### src/rtl/pio_resp_pkg.sv
// Shared opcode/state types and PIO bit positions for the HPS command responder.
// Optional WAIT_DONE timeout is selected with PIO_RESP_TIMEOUT_EN in pio_cmd_responder.
package pio_resp_pkg;

  typedef enum logic [2:0] {
    OP_NOP       = 3'd0,
    OP_ARM       = 3'd1,
    OP_DISARM    = 3'd2,
    OP_TRIG      = 3'd3,
    OP_CLEAR     = 3'd4,
    OP_WARM_RST  = 3'd5,
    OP_RSVD      = 3'd6,
    OP_WAIT_DONE = 3'd7
  } op_e;

  typedef enum logic [2:0] {
    S_IDLE,
    S_CAPTURE,
    S_EXEC,
    S_PULSE,
    S_WAIT,
    S_ACK
  } state_e;

  localparam int REQ_BIT = 3;
  localparam int ACK_BIT = 1;
  localparam int ERR_BIT = 0;

endpackage

### src/rtl/pio_cmd_responder_sync.sv
// Multi-flop synchronizer for the asynchronous PIO command word.
// All stages clear on the synchronous reset.
module pio_sync #(
  parameter int W      = 4,
  parameter int STAGES = 2
) (
  input  logic         clk,
  input  logic         reset,
  input  logic [W-1:0] d,
  output logic [W-1:0] q
);

  logic [W-1:0] ff [STAGES];

  always_ff @(posedge clk) begin
    if (reset) begin
      for (int i = 0; i < STAGES; i++) ff[i] <= '0;
    end else begin
      ff[0] <= d;
      for (int i = 1; i < STAGES; i++) ff[i] <= ff[i-1];
    end
  end

  assign q = ff[STAGES-1];

endmodule

### src/rtl/pio_cmd_responder.sv
// HPS->FPGA PIO command responder: toggle handshake, decode, strobes, warm reset.
// Define PIO_RESP_TIMEOUT_EN to bound WAIT_DONE by TIMEOUT_CYC cycles.
module pio_cmd_responder
  import pio_resp_pkg::*;
#(
  parameter int SYNC_STAGES   = 2,
  parameter int RST_PULSE_CYC = 16,
  parameter int TIMEOUT_CYC   = 4096,
  parameter int CNT_W         = 16
) (
  input  logic             clk,
  input  logic             reset,
  input  logic [3:0]       pio_cmd_i,
  output logic [1:0]       pio_stat_o,
  input  logic             done_i,
  output logic             arm_o,
  output logic             trig_o,
  output logic             clr_o,
  output logic             warm_reset_req_n_o,
  output logic             busy_o,
  output logic [CNT_W-1:0] cmd_count_o
);

`ifdef PIO_RESP_TIMEOUT_EN
  localparam int LIM = (TIMEOUT_CYC > RST_PULSE_CYC) ?
                       TIMEOUT_CYC : RST_PULSE_CYC;
`else
  localparam int LIM = RST_PULSE_CYC;
`endif
  localparam int TW = (LIM > 1) ? $clog2(LIM) : 1;

  if (SYNC_STAGES < 2) begin : g_bad_sync
    $error("SYNC_STAGES must be >= 2");
  end
  if (RST_PULSE_CYC < 1 || TIMEOUT_CYC < 1) begin : g_bad_cyc
    $error("RST_PULSE_CYC and TIMEOUT_CYC must be >= 1");
  end

  logic [3:0]       cmd_s;
  logic             req_s;
  op_e              op_s;
  state_e           state_q;
  state_e           state_d;
  op_e              op_q;
  logic             ack_q;
  logic             err_q;
  logic             stat_err_q;
  logic             arm_q;
  logic             trig_q;
  logic             clr_q;
  logic             warm_n_q;
  logic             nocount_q;
  logic [TW-1:0]    cnt_q;
  logic             cnt_zero;
  logic [CNT_W-1:0] count_q;

  pio_sync #(
    .W      (4),
    .STAGES (SYNC_STAGES)
  ) u_sync (
    .clk   (clk),
    .reset (reset),
    .d     (pio_cmd_i),
    .q     (cmd_s)
  );

  assign req_s    = cmd_s[REQ_BIT];
  assign op_s     = op_e'(cmd_s[2:0]);
  assign cnt_zero = (cnt_q == '0);

  always_ff @(posedge clk) begin
    if (reset) state_q <= S_IDLE;
    else       state_q <= state_d;
  end

  always_comb begin
    state_d = state_q;
    unique case (state_q)
      S_IDLE:    if (req_s != ack_q) state_d = S_CAPTURE;
      S_CAPTURE: state_d = S_EXEC;
      S_EXEC: begin
        unique case (1'b1)
          (op_q == OP_WARM_RST):  state_d = S_PULSE;
          (op_q == OP_WAIT_DONE): state_d = S_WAIT;
          default:                state_d = S_ACK;
        endcase
      end
      S_PULSE:   if (cnt_zero) state_d = S_ACK;
      S_WAIT: begin
        if (done_i) state_d = S_ACK;
`ifdef PIO_RESP_TIMEOUT_EN
        else if (cnt_zero) state_d = S_ACK;
`endif
      end
      S_ACK:     state_d = S_IDLE;
      default:   state_d = S_IDLE;
    endcase
  end

  always_ff @(posedge clk) begin
    if (reset) begin
      op_q       <= OP_NOP;
      ack_q      <= 1'b0;
      err_q      <= 1'b0;
      stat_err_q <= 1'b0;
      arm_q      <= 1'b0;
      trig_q     <= 1'b0;
      clr_q      <= 1'b0;
      warm_n_q   <= 1'b1;
      nocount_q  <= 1'b0;
      cnt_q      <= '0;
      count_q    <= '0;
    end else begin
      trig_q <= 1'b0;
      clr_q  <= 1'b0;
      case (state_q)
        S_CAPTURE: op_q <= op_s;
        S_EXEC: begin
          err_q     <= 1'b0;
          nocount_q <= 1'b0;
          case (op_q)
            OP_ARM:    arm_q <= 1'b1;
            OP_DISARM: arm_q <= 1'b0;
            OP_TRIG: begin
              if (arm_q) trig_q <= 1'b1;
              else       err_q  <= 1'b1;
            end
            OP_CLEAR: begin
              clr_q     <= 1'b1;
              count_q   <= '0;
              nocount_q <= 1'b1;
            end
            OP_WARM_RST: begin
              warm_n_q <= 1'b0;
              cnt_q    <= TW'(RST_PULSE_CYC - 1);
            end
`ifdef PIO_RESP_TIMEOUT_EN
            OP_WAIT_DONE: cnt_q <= TW'(TIMEOUT_CYC - 1);
`endif
            OP_RSVD:   err_q <= 1'b1;
            default: ;
          endcase
        end
        S_PULSE: begin
          if (cnt_zero) warm_n_q <= 1'b1;
          else          cnt_q    <= cnt_q - 1'b1;
        end
`ifdef PIO_RESP_TIMEOUT_EN
        // done_i wins over expiry in the same cycle
        S_WAIT: begin
          if (!done_i) begin
            if (cnt_zero) err_q <= 1'b1;
            else          cnt_q <= cnt_q - 1'b1;
          end
        end
`endif
        S_ACK: begin
          ack_q      <= ~ack_q;
          stat_err_q <= err_q;
          if (!nocount_q) count_q <= count_q + 1'b1;
        end
        default: ;
      endcase
    end
  end

  assign pio_stat_o[ACK_BIT] = ack_q;
  assign pio_stat_o[ERR_BIT] = stat_err_q;
  assign arm_o               = arm_q;
  assign trig_o              = trig_q;
  assign clr_o               = clr_q;
  assign warm_reset_req_n_o  = warm_n_q;
  assign busy_o              = (state_q != S_IDLE);
  assign cmd_count_o         = count_q;

endmodule

### config.mk
export PLATFORM = sky130hd
export DESIGN_NAME = pio_cmd_responder
export DESIGN_NICKNAME = d
export VERILOG_FILES = /design/src/rtl/pio_resp_pkg.sv /design/src/rtl/pio_cmd_responder_sync.sv /design/src/rtl/pio_cmd_responder.sv
export SDC_FILE = /design/constraint.sdc
export NUM_CORES = 1
export LEC_CHECK = 0
export CORE_AREA = 2 2 63 65
export DETAILED_ROUTE_END_ITERATION = 8
export DIE_AREA = 0 0 65 67
export GPL_TIMING_DRIVEN = 1
export PLACE_DENSITY = 0.75
export SLEW_MARGIN = 0
export SYNTH_ARGS = -nofsm -noshare
export SYNTH_HDL_FRONTEND = slang
export SYNTH_SLANG_ARGS = --single-unit
### constraint.sdc
create_clock -name clk -period 2.43 [get_ports clk]
set_clock_uncertainty 0.1 [all_clocks]
set_input_delay 0.6075 -clock clk [delete_from_list [all_inputs] [get_ports clk]]
set_output_delay 0.6075 -clock clk [all_outputs]
set_load 0.05 [all_outputs]
Word level (Yosys, flattened, before mapping):

Memory sizes are Yosys's and may differ from the RTL's.
Index checks and enable logic that the tools add are counted.

* bits in registers: 34
* bits in writable memories: 8
* bits of input ports: 7
* output and inout bits: 23
* word-level logic and storage cells: 77
* memories kept: 1

* $add $sub $neg: 2
* equality and inequality tests: 20
* mux-type cells: 24
* bitwise gates (word level): 5
* reductions and logical operators: 13

Memory list
* u_sync.ff: words 2, width 4, rd ports 2, clocked after memory_dff 0, wr ports 2, RTL line pio_cmd_responder_sync.sv:13 `logic [W-1:0] ff [STAGES];`

Operator list (number)
* 16-bit two-way mux: 2
* 16-bit case mux with 2 select lines: 1
* 3-bit == test, second input constant: 6
* 16-bit by 1-bit adder with 16-bit output, second input constant: 1
* 4-bit two-way mux: 4
* 3-bit case mux with 5 select lines: 1
* 3-bit by 2-bit == test with 1-bit output, second input constant: 4
* 2-bit inequality test, second input constant: 6
* 3-bit AND reduction: 4
* 3-bit two-way mux: 3
* 1-bit two-way mux: 8
* 4-bit case mux with 2 select lines: 1
* 3-bit by 1-bit == test with 1-bit output, second input constant: 2
* 1-bit case mux with 2 select lines: 3
* 3-bit case mux with 2 select lines: 1
* 2-bit nonzero test: 3
* 4-bit logical NOT: 1
* 4-bit by 1-bit subtractor with 4-bit output, second input constant: 1
* 3-bit logical NOT: 1
* 1-bit NOT: 3
* 3-bit nonzero test: 1
* 3-bit OR reduction: 1
* 2-bit by 1-bit inequality test with 1-bit output, second input constant: 1
* 1-bit OR: 2
* other kinds (3): 3

Logic depth before layout (Yosys ltp):

* depth after elaboration: 3
* depth in mapped cells: 7
* gate-level depth less buffers: 6

Hierarchy:

Synthesis repeated with hierarchy kept, for this count alone.

* cell total of the unflattened synthesis: 207
* area total of the unflattened synthesis: 1889.3 µm²

By module, submodules not included
* pio_cmd_responder: times used 1, cells an instance 187, area an instance 1649.1 µm²
* pio_sync: times used 1, cells an instance 20, area an instance 240.2 µm²

Worst setup path after synthesis:

No wires, ideal clock.

* kind: reg2reg
* start point: register count_q[2] (netlist: cmd_count_o[2])
* end point: register count_q[13] (netlist: cmd_count_o[13])
* data arrival time: 1824 ps
* path slack: 436 ps
* stages on the path, launching flop included: 6
* period minus slack after synthesis: 1994 ps
* cell sequence: dfxtp_1 -> and3_1 -> buf_4 -> nand4_1 -> or4_1 -> a21oi_1

* word-level cells in the longest chain between the ends: 3

RTL lines
* from (decl): RTL line pio_cmd_responder.sv:55 `logic [CNT_W-1:0] count_q;`
* from (signal assigned): RTL line pio_cmd_responder.sv:160 `if (!nocount_q) count_q <= count_q + 1'b1;`
* 16-bit by 1-bit adder with 16-bit output: RTL line pio_cmd_responder.sv:160
* 16-bit two-way mux: RTL line pio_cmd_responder.sv:160
* 16-bit case mux with 2 select lines: RTL line pio_cmd_responder.sv:116 `case (state_q)`

No other way between the ends. The select of a mux whose other input is x is not followed.
A chain may end at the register's enable or synchronous reset.

Final worst setup path:

* start point: register count_q[10] (netlist: cmd_count_o[10])
* end point: output port cmd_count_o[10]

RTL lines
* to (decl): RTL line pio_cmd_responder.sv:21 `output logic [CNT_W-1:0] cmd_count_o`

No word-level cell between the ends.

==> results_dict.tcl <==
set metrics [dict create \
    vias 1442 \
    slew_headroom 0.559 \
    required_ns 1.72 \
    seqPwrFrac 0.490 \
    rsz0062_at_grt "no" \
    routed_wl_um 3250 \
    path_buf_inv 1 \
    whs_path_depth 2 \
    tns_ns 0 \
    antennaDiodeCount 0 \
    synth-edff-count 0 \
    viasPerCell 5.28 \
    ctsHoldBuffers 0 \
    synth.most_common_cell "dfxtp_1" \
    r2r-start "cnt_q[0]" \
    run_status "complete, no violations" \
    worstRegToRegCells 6 \
    seq_area_frac_synth 0.461 \
    cts-root-to-sink-buffers 2 \
    portBuffers 29 \
    syn-cell-area_um2 1820 \
    drt-initial-drc-count 107 \
    placed_area_um2 2110 \
    fmax_mhz 442 \
    r2r_end "state_q[2]" \
    clkSinkCount 42 \
    yosysTopAreaCell "dfxtp_1" \
    grt_pass1_vias 1265 \
    grt_pass1_wl_um 5540 \
    post-route-period-util 0.932 \
    cp_cell_sequence "clkdlybuf4s50_1" \
    internal-power_w 0.00116 \
    grt_overflow_total 0 \
    critPathLaunch "cmd_count_o[10]" \
    dieArea_um2 4360 \
    synth_fp_nets 209 \
    track_usage 0.164 \
    die_w_um 65 \
    hold_start "u_sync.ff[0][5]" \
    max_cap_violations 0 \
    cellPowerDensity_nw_per_um2 641 \
    sw_frac_of_total 0.194 \
    netlist_top_cells_count "42 x dfxtp_1, 19 x a21oi_1, 15 x nor2_1, 11 x nand2_1, 9 x xor2_1" \
    critPathCaptureType "primary output" \
    core_area_um2 3610 \
    finish.instance_area_um2 2250 \
    clk_pin_slew_ns 0.08 \
    combPwrFrac 0.042 \
    tritoncts "yes" \
    wl_per_cell_um 11.9 \
    setup_viol_count_final 0 \
    async_flop_share 0 \
    ir_drop_v 0.000374 \
    io_pins 30 \
    regToRegSetupSlack_ns 0.53 \
    syn_avg_cell_area_um2 9.12 \
    pre_cts_slack_ns 0.188 \
    grt_max_degree 29 \
    path_class "reg2out" \
    synth_warnings 0 \
    cts_resized 0 \
    postCtsSetupBuffers 0 \
    nNetsFinal 233 \
    fin_crit_ns 2.26 \
    final_antenna_net_count 0 \
    first_pass_iters 6 \
    finalHoldViolCount 0 \
    cp_max_fo 7 \
    gp_congestion 0.791 \
    antenna_found_initial 0 \
    numCtsBuffers 5 \
    clkPwrFrac 0.468 \
    final_cells 273 \
    slew_violations 0 \
    layout_setup_ws_ns 0.165 \
    p_sw_w 0.000279 \
    yosys_register_bits 42 \
    row_count 22 \
    tightest_slew_ns 0.661 \
    synth.area.top_cells "dfxtp_1 46%, a21oi_1 5.2%, xor2_1 4.3%" \
    crit_family "buffers and inverters" \
    synthDistinctLibCells 44 \
    critical_path_arrival_ns 1.56 \
    area_delta_synth_final_pct 23.3 \
    hold_class "reg2reg" \
    synth_top_area_share 0.461 \
    drc 0 \
    start_util 0.506 \
    clock_latency_ns 0.29 \
    cp.depth 1 \
    cp_slowest_stage_delay_ns 0.84 \
    cts_root_buf "clkbuf_8" \
    drive_above_1_share 0.0756 \
    p_leak_nw 0.785 \
    synth_cells 200 \
    dp.cells 265 \
    die_y_um 67 \
    ys.flop_type "dfxtp_1" \
    cpMaxStageDelayCell "clkdlybuf4s50_1" \
    worstSetupStartpointType "register" \
    cts_max_level 2 \
    holdPathEnd "op_q[1]" \
    place_hpwl_um 2140 \
]
==> sequential cells by signal, summed over array words and instances, names as in the netlist <==
register            cells
ack_q                   1
arm_o                   1
clr_o                   1
cmd_count_o            16
cnt_q                   4
err_q                   1
nocount_q               1
op_q                    3
stat_err_q              1
state_q                 3
trig_o                  1
u_sync.ff               8
warm_reset_req_n_o      1
==> worst max-delay path by stage <==
| stage | end |
|---|---|
| after floorplan | cmd_count_o[13] |
| after global placement | state_q[2] |
| after detailed placement | state_q[2] |
| after CTS | cmd_count_o[10] |
| after global routing | cmd_count_o[10] |
| final | cmd_count_o[10] |
==> worst reg2reg max path, cell delays in order, from the launching register on <==
cell and delay (ns):
dfxtp_1 0.34, inv_1 0.06, ha_1 0.17, or3b_4 0.40, a222oi_1 0.47, o211ai_1 0.16, a21oi_1 0.13
==> final cells by class <==
| type | count | area [µm²] |
|---|---|---|
| Clock inverter | 2 | 60.1 |
| Multi-Input combinational cell | 139 | 883 |
| Fill cell | 326 | 1360 |
| Timing Repair Buffer | 31 | 303 |
| Sequential cell | 42 | 841 |
| Tap cell | 48 | 60.1 |
| Clock buffer | 6 | 82.6 |
| Inverter | 5 | 18.8 |
==> per-stage QoR <==
step | utilization | hold slack (ns) | power (W)
floorplan | - | 0.314 | 0.000764
global placement | 0.584 | 0.318 | 0.000783
finish | 0.624 | 0.335 | 0.00144
CTS | 0.624 | 0.338 | 0.00145
global route | 0.624 | 0.357 | 0.00149
detailed placement | 0.584 | 0.324 | 0.000783
==> cell families (layout without fill, tap and decap cells) <==
group / count (synthesis) / count (layout) / synth area share
flops: 42 / 42 / 0.461
compound gates: 43 / 43 / 0.142
buf+inv: 19 / 44 / 0.0549
simple gates: 82 / 82 / 0.270
fa+ha+maj: 2 / 2 / 0.0137
xor+xnor: 10 / 10 / 0.0480
mux: 2 / 2 / 0.0110
==> power groups by stage <==
stage	Combinational [W]	Sequential (W)	Clock, W
floorplan	0.0000399	0.000724	0
global placement	0.0000608	0.000722	0
detailed placement	0.0000611	0.000722	0
CTS	0.0000611	0.000706	0.000687
global route	0.0000669	0.000708	0.000720
finish	0.0000606	0.000706	0.000675
==> cells in the final DEF, fill, tap and decap left out, types with 2 or more instances in the layout <==
cell type / n
a211oi_1: 2
buf_4: 3
o21bai_1: 2
and3_1: 2
nand2_1: 11
a21oi_1: 19
or3_1: 2
clkbuf_8: 6
nand2b_1: 4
nand3b_1: 2
nand4_1: 7
nand3_1: 5
or4_1: 6
inv_1: 5
dfxtp_1: 42
and4b_1: 2
nor2_1: 15
or3b_1: 2
ha_1: 2
mux2i_1: 2
o31ai_1: 7
nor3b_2: 2
a31oi_1: 2
xor2_1: 9
o21ai_0: 7
clkdlybuf4s50_1: 28
nor3_1: 4
nor2b_1: 8
bufinv_16: 2
==> per-layer routing <==
layer	GRT usage	wire length, µm
met1	0.205	1540
met2	0.259	1520
met3	0.0608	161
met4	0.0559	33
met5	0	0
No activity file was read; power rests on OpenSTA's default activity.
